$ cat src/rtl/arbiter_rr_n.sv
// -----------------------------------------------------------------------------
// arbiter_rr_n
// N-channel round-robin arbiter. It merges NUM_CH slave beat streams into one
// registered master stream that feeds a downstream FIFO. A grant is held for a
// burst of up to MAX_BURST beats and stalls while the FIFO is full. The grant is
// released, and the round-robin pointer re-homed to 0, when the master signals
// completion.
//
// Optional build macro: ARB_MODE_FILTER_EN
//   Defined   : beats with the reserved all-ones mode are consumed but not
//               forwarded, and the sticky err_mode flag is set.
//   Undefined : reserved-mode beats are forwarded normally; err_mode is 0.
// -----------------------------------------------------------------------------
module arbiter_rr_n #(
  parameter int NUM_CH    = 4,
  parameter int DW        = 32,
  parameter int MW        = 2,
  parameter int PVW       = 8,
  parameter int MAX_BURST = 16
) (
  input  logic                      clk,
  input  logic                      rst,
  input  logic                      fifo_full,
  input  logic                      mstr0_cmplt,
  input  logic [NUM_CH-1:0]         slv_data_valid,
  input  logic [NUM_CH*MW-1:0]      slv_mode,
  input  logic [NUM_CH*PVW-1:0]     slv_proc_valid,
  input  logic [NUM_CH*DW-1:0]      slv_data,
  output logic [NUM_CH-1:0]         slv_ready,
  output logic                      slvx_data_valid,
  output logic [MW-1:0]             slvx_mode,
  output logic [PVW-1:0]            slvx_proc_val,
  output logic [DW-1:0]             slvx_data,
  output logic [$clog2(NUM_CH)-1:0] slvx_grant_id,
  output logic                      err_mode
);

  localparam int             IDW         = $clog2(NUM_CH);
  localparam logic [7:0]     MAX_BURST_C = 8'(MAX_BURST);
  localparam logic [IDW:0]   NUM_CH_C    = (IDW+1)'(NUM_CH);
  localparam logic [IDW-1:0] LAST_CH     = IDW'(NUM_CH - 1);

  typedef enum logic {IDLE, GRANT} state_t;

  state_t           r_state;
  state_t           w_state_nxt;
  logic [IDW-1:0]   r_grant;
  logic [IDW-1:0]   w_grant_nxt;
  logic [IDW-1:0]   r_rr_ptr;
  logic [IDW-1:0]   w_rr_nxt;
  logic [7:0]       r_burst_cnt;
  logic [7:0]       w_cnt_nxt;
  logic [7:0]       w_cnt_inc;
  logic [IDW-1:0]   w_grant_inc;
  logic [IDW-1:0]   w_arb_pick;
  logic             w_arb_found;
  logic             w_gvalid;
  logic             w_accept;
  logic             w_reserved;
  logic [MW-1:0]    w_sel_mode;
  logic [PVW-1:0]   w_sel_pv;
  logic [DW-1:0]    w_sel_data;

  logic             r_out_valid;
  logic [MW-1:0]    r_out_mode;
  logic [PVW-1:0]   r_out_pv;
  logic [DW-1:0]    r_out_data;
  logic [IDW-1:0]   r_out_gid;

  assign w_gvalid    = slv_data_valid[r_grant];
  assign w_cnt_inc   = r_burst_cnt + 8'd1;
  assign w_grant_inc = (r_grant == LAST_CH) ? '0 : r_grant + IDW'(1);

  // Round-robin scan: first valid channel starting at r_rr_ptr, wrapping at NUM_CH.
  always_comb begin : p_arb
    logic [IDW:0]   sum;
    logic [IDW-1:0] idx;
    // NOTE: every variable gets a default before any branch, so no path can infer a latch.
    w_arb_found = 1'b0;
    w_arb_pick  = '0;
    sum         = '0;
    idx         = '0;
    for (int k = 0; k < NUM_CH; k++) begin
      sum = {1'b0, r_rr_ptr} + (IDW+1)'(k);
      if (sum >= NUM_CH_C) sum = sum - NUM_CH_C;
      idx = sum[IDW-1:0];
      if (!w_arb_found && slv_data_valid[idx]) begin
        w_arb_found = 1'b1;
        w_arb_pick  = idx;
      end
    end
  end

  // Route the granted channel's beat fields onto the internal select bus.
  always_comb begin
    w_sel_mode = '0;
    w_sel_pv   = '0;
    w_sel_data = '0;
    for (int i = 0; i < NUM_CH; i++) begin
      if (r_grant == IDW'(i)) begin
        w_sel_mode = slv_mode[i*MW +: MW];
        w_sel_pv   = slv_proc_valid[i*PVW +: PVW];
        w_sel_data = slv_data[i*DW +: DW];
      end
    end
  end

`ifdef ARB_MODE_FILTER_EN
  assign w_reserved = (w_sel_mode == {MW{1'b1}});
`else
  assign w_reserved = 1'b0;
`endif

  // Next-state, pointer, burst count and ready; completion outranks every other exit.
  always_comb begin
    w_state_nxt = r_state;
    w_grant_nxt = r_grant;
    w_rr_nxt    = r_rr_ptr;
    w_cnt_nxt   = r_burst_cnt;
    w_accept    = 1'b0;
    slv_ready   = '0;
    case (r_state)
      IDLE: begin
        if (mstr0_cmplt) begin
          w_rr_nxt = '0;
        end else if (w_arb_found) begin
          w_grant_nxt = w_arb_pick;
          w_state_nxt = GRANT;
        end
      end
      GRANT: begin
        slv_ready[r_grant] = ~fifo_full & ~mstr0_cmplt;
        w_accept           = w_gvalid & ~fifo_full & ~mstr0_cmplt;
        if (mstr0_cmplt) begin
          w_state_nxt = IDLE;
          w_rr_nxt    = '0;
          w_cnt_nxt   = '0;
        end else if ((w_accept && (w_cnt_inc == MAX_BURST_C)) ||
                     (!w_gvalid && !fifo_full)) begin
          w_state_nxt = IDLE;
          w_rr_nxt    = w_grant_inc;
          w_cnt_nxt   = '0;
        end else if (w_accept) begin
          w_cnt_nxt = w_cnt_inc;
        end
      end
      default: w_state_nxt = IDLE;
    endcase
  end

  // Arbitration state registers.
  always_ff @(posedge clk or posedge rst) begin
    if (rst) begin
      r_state     <= IDLE;
      r_grant     <= '0;
      r_rr_ptr    <= '0;
      r_burst_cnt <= '0;
    end else begin
      // NOTE: non-blocking assignments so every register samples pre-edge values.
      r_state     <= w_state_nxt;
      r_grant     <= w_grant_nxt;
      r_rr_ptr    <= w_rr_nxt;
      r_burst_cnt <= w_cnt_nxt;
    end
  end

  // Output stage: strobe every cycle, fields only reload on a forwarded beat.
  always_ff @(posedge clk or posedge rst) begin
    if (rst) begin
      r_out_valid <= 1'b0;
      r_out_mode  <= '0;
      r_out_pv    <= '0;
      r_out_data  <= '0;
      r_out_gid   <= '0;
    end else begin
      r_out_valid <= w_accept & ~w_reserved;
      if (w_accept && !w_reserved) begin
        r_out_mode <= w_sel_mode;
        r_out_pv   <= w_sel_pv;
        r_out_data <= w_sel_data;
        r_out_gid  <= r_grant;
      end
    end
  end

`ifdef ARB_MODE_FILTER_EN
  logic r_err_mode;

  // Sticky flag: set by any consumed reserved-mode beat, cleared only by reset.
  always_ff @(posedge clk or posedge rst) begin
    if (rst) begin
      r_err_mode <= 1'b0;
    end else if (w_accept && w_reserved) begin
      r_err_mode <= 1'b1;
    end
  end

  assign err_mode = r_err_mode;
`else
  assign err_mode = 1'b0;
`endif

  assign slvx_data_valid = r_out_valid;
  assign slvx_mode       = r_out_mode;
  assign slvx_proc_val   = r_out_pv;
  assign slvx_data       = r_out_data;
  assign slvx_grant_id   = r_out_gid;

endmodule

$ cat config.mk
export PLATFORM = sky130hd
export DESIGN_NAME = arbiter_rr_n
export DESIGN_NICKNAME = d
export VERILOG_FILES = /design/src/rtl/arbiter_rr_n.sv
export SDC_FILE = /design/constraint.sdc
export NUM_CORES = 1
export LEC_CHECK = 0
export CAP_MARGIN = 15
export CELL_PAD_IN_SITES_DETAIL_PLACEMENT = 1
export CELL_PAD_IN_SITES_GLOBAL_PLACEMENT = 1
export CORE_ASPECT_RATIO = 1.25
export CORE_MARGIN = 1
export CORE_UTILIZATION = 23
export CTS_CLUSTER_DIAMETER = 100
export CTS_CLUSTER_SIZE = 10
export DETAILED_ROUTE_END_ITERATION = 10
export HOLD_SLACK_MARGIN = 0.02
export PLACE_DENSITY_LB_ADDON = 0.1
export SKIP_CTS_REPAIR_TIMING = 1
export SYNTH_ARGS = -nofsm -noshare
export SYNTH_HDL_FRONTEND = slang
export SYNTH_SLANG_ARGS = --single-unit
export TNS_END_PERCENT = 10
$ cat constraint.sdc
create_clock -name clk -period 1.9 [get_ports clk]
set_input_delay 0.19 -clock clk [delete_from_list [all_inputs] [get_ports clk]]
set_output_delay 0.19 -clock clk [all_outputs]
set_load 0.02 [all_outputs]
==> flow_summary.ini <==
[yosys]
number_of_distinct_library_cells_after_synthesis = 41
yosysWarningCount = 0
asyncSetResetFlopFracSynth_pct = 100
synth_edf_count = 0
seq_cells_post_synth = 58
syn-instance-count = 546
synth_flop_cell = dfrtp_1
syn_area_um2 = 3940
synth_fp_nets = 728
synth-seq-area-share_pct = 36.9
synthesis.area_per_instance_um2 = 7.21

[placement]
total_cell_area_at_the_placement_stage_um2 = 6770
place.detailed.instances = 992
gp_congestion = 0.803
port_buffers = 224
post-dp-hpwl_mm = 12.6

[routing]
average_wire_per_cell_in_the_routed_design_um = 16.3
final_antenna_net_count = 0
drt_pass1_iterations = 4
drt_first_iter_violations = 123
via_count = 4810
routed_via_density = 4.77
drc = 0
drt_total_wl_mm = 16.4

[critical_path]
slowest_delay_ps = 410
r2r_start = r_grant[0]
worstSetupEndpointType = register
worstSetupStartpoint = r_grant[0]
slowest_stage = dfrtp_2
required_ps = 2120
worst-path-max-fanout = 3
worstPathCellList = mux4_2, nand4_1, or3_4, a2111oi_4, mux2i_1, nor2_1
arrival_time_of_data_at_the_critical_path_endpoint_ps = 2310
critPathLaunchType = register
worstSetupPathType = register to register

[clock_tree]
cts.reportedPaths.clkPinSlew_ps = 50
cts-buffers-inserted = 9
clock_tree.buffer_depth = 2
clock_latency_late_sink_ps = 330
cts_tree = done
clockRootBuffer = clkbuf_16
cts.htree.levels = 3
number_of_clock_sinks = 58

[floorplanning]
initial_core_util_pct = 23.5
std_cell_rows = 53
die_height_um = 148
pin_count = 226
die_area_um2 = 17700
design.core.area_um2 = 16800
floorplan.die.width_um = 119

[final_layout]
postLayoutCellArea_um2 = 7180
final_standard_cell_count_with_taps_included_and_fillers_excluded = 1009
area.sequential_um2 = 1450
drive_above_1_share_pct = 11.7
area_growth_syn_to_layout_pct = 82.5
multi_input_area_um2 = 2380
fin_nets = 966
fillCellCount = 2005
antenna-diode-count = 0

[pwr]
ir_drop_uv = 459
leakagePower_nw = 2.96
power.density_nw_per_um2 = 916

[timing]
worst_slack_ps = -185
finalHoldViolations = 0
worst_clock_skew_ps = 6.11
slew_violations = 0
worstMarginPinSlew_ps = 550
fmaxAchievable_mhz = 480
setup_viol = 8
max-slew-margin-rel_pct = 63.0
grt_setup_unrepaired = yes
final.period_utilization_pct = 110
fin_crit_ps = 2080

[status]
violated_checks = setup timing
run_status = finished, violations left

[min_path]
holdCritPathClass = input port to async pin

[grt]
antenna_found_initial = 0
first_global_vias = 5128
gr-total-overflow = 0
grt_max_degree = 71
track_usage_pct = 18.7
grt_pass1_wl_mm = 25.8

[run]
number_of_max_cap_violations = 0
==> metrics by stage <==
step	utilization (%)	power, W	hold slack (ps)	TNS, ps	setup slack [ps]
2_1_floorplan	-	0.00334	256	-750	-149
3_3_place_gp	40.3	0.00492	463	-3240	-416
3_5_place_dp	40.3	0.00501	471	-4510	-451
5_1_grt	42.8	0.00706	306	-3020	-314
4_1_cts	42.1	0.00662	277	-3990	-383
6_report	42.8	0.00658	260	-1010	-185
==> synth_stat cells, types with 3 or more instances <==
master    instances  area [µm²]
a21oi_1         122         611
a221oi_1          3        26.3
and3_1            5        31.3
buf_1             3        11.3
clkbuf_1         39         146
dfrtp_1          58        1450
ha_1              6        75.1
inv_1            10        37.5
mux2i_1           4        40.0
nand2_1          98         368
nand3_1           5        25.0
nand3b_1         40         300
nor2_1           53         199
nor2b_1           4        25.0
nor3_1           11        55.1
nor4_1            3        18.8
o21ai_0          45         225
o21ai_1           9        45.0
==> registers in the layout (all words and copies together) (netlist names) <==
| name | cells |
|---|---|
| slvx_proc_val | 8 |
| r_grant | 2 |
| r_state | 1 |
| slvx_grant_id | 2 |
| r_burst_cnt | 8 |
| slvx_data_valid | 1 |
| r_rr_ptr | 2 |
| slvx_data | 32 |
| slvx_mode | 2 |
==> per-layer routing <==
layer	part of all wire, %	global-route usage (%)	vias up
li1	-	-	2375
met1	39	19.6	2287
met2	55	35.8	122
met3	3.8	3.34	26
met4	2.6	8.42	0
met5	0	0	-
==> layout by cell type (no fill, tap or decap), drive strengths merged, types with 2 or more instances in the layout <==
cell type and instances:
inv 11, a221oi 3, clkdlybuf4s50 220, or3 2
nor4 3, dfrtp 58, a21o 2, mux2i 4
nand4 2, nor2b 4, ha 6, clkinvlp 2
clkinv 2, nand2 98, nor3 11, nor2 53
nand3b 40, dlymetal6s2s 3, o21bai 2, o22ai 2
buf 48, nand2b 2, and3 5, clkbuf 13
nand3 5, a21oi 122, o21ai 54
==> path summary, 6_finish.rpt <==
kind                               endpoint  slack [ps]  cells after the start
min in group clk           slvx_proc_val[1]         480                      2
hold / removal                slvx_data[12]         260                      3
setup / recovery                r_rr_ptr[1]        -180                      6
max in group asynchronous        r_grant[0]        1360                      3
hold reg to reg            slvx_proc_val[1]         480                      2
setup reg to reg                r_rr_ptr[1]        -180                      6
==> worst max-delay path: cells and delay by family, from the launching register on <==
family	cells	cell delay [ps]
flops	1	410
mux	2	630
compound gates	1	410
simple gates	3	530
==> cell families after synthesis <==
logic type                 Yosys count  synth area share, %
AOI/OAI and AO/OA                  192                 26.4
xor gates and xnor gates             1                0.222
adders and majority gates            6                 1.91
buffers and inverters               56                 5.50
DFF                                 58                 36.9
muxes                                5                 1.59
other                                1               0.0952
and+or+nand+nor                    227                 27.4
==> power breakdown <==
group / internal, W / switching, W
logic: 0.00159 / 0.00162
clock network: 0.000982 / 0.000570
registers: 0.00161 / 0.000202
==> cell type report <==
type | count | area share [%]
clock buffers | 12 | 3.71
flip-flops and latches | 58 | 20.2
clock inverters | 4 | 0.348
inverters | 11 | 0.610
repair buffers | 272 | 38.2
well taps | 220 | 3.83
multi-input cells | 432 | 33.1
Power figures use the tool's default switching activity.
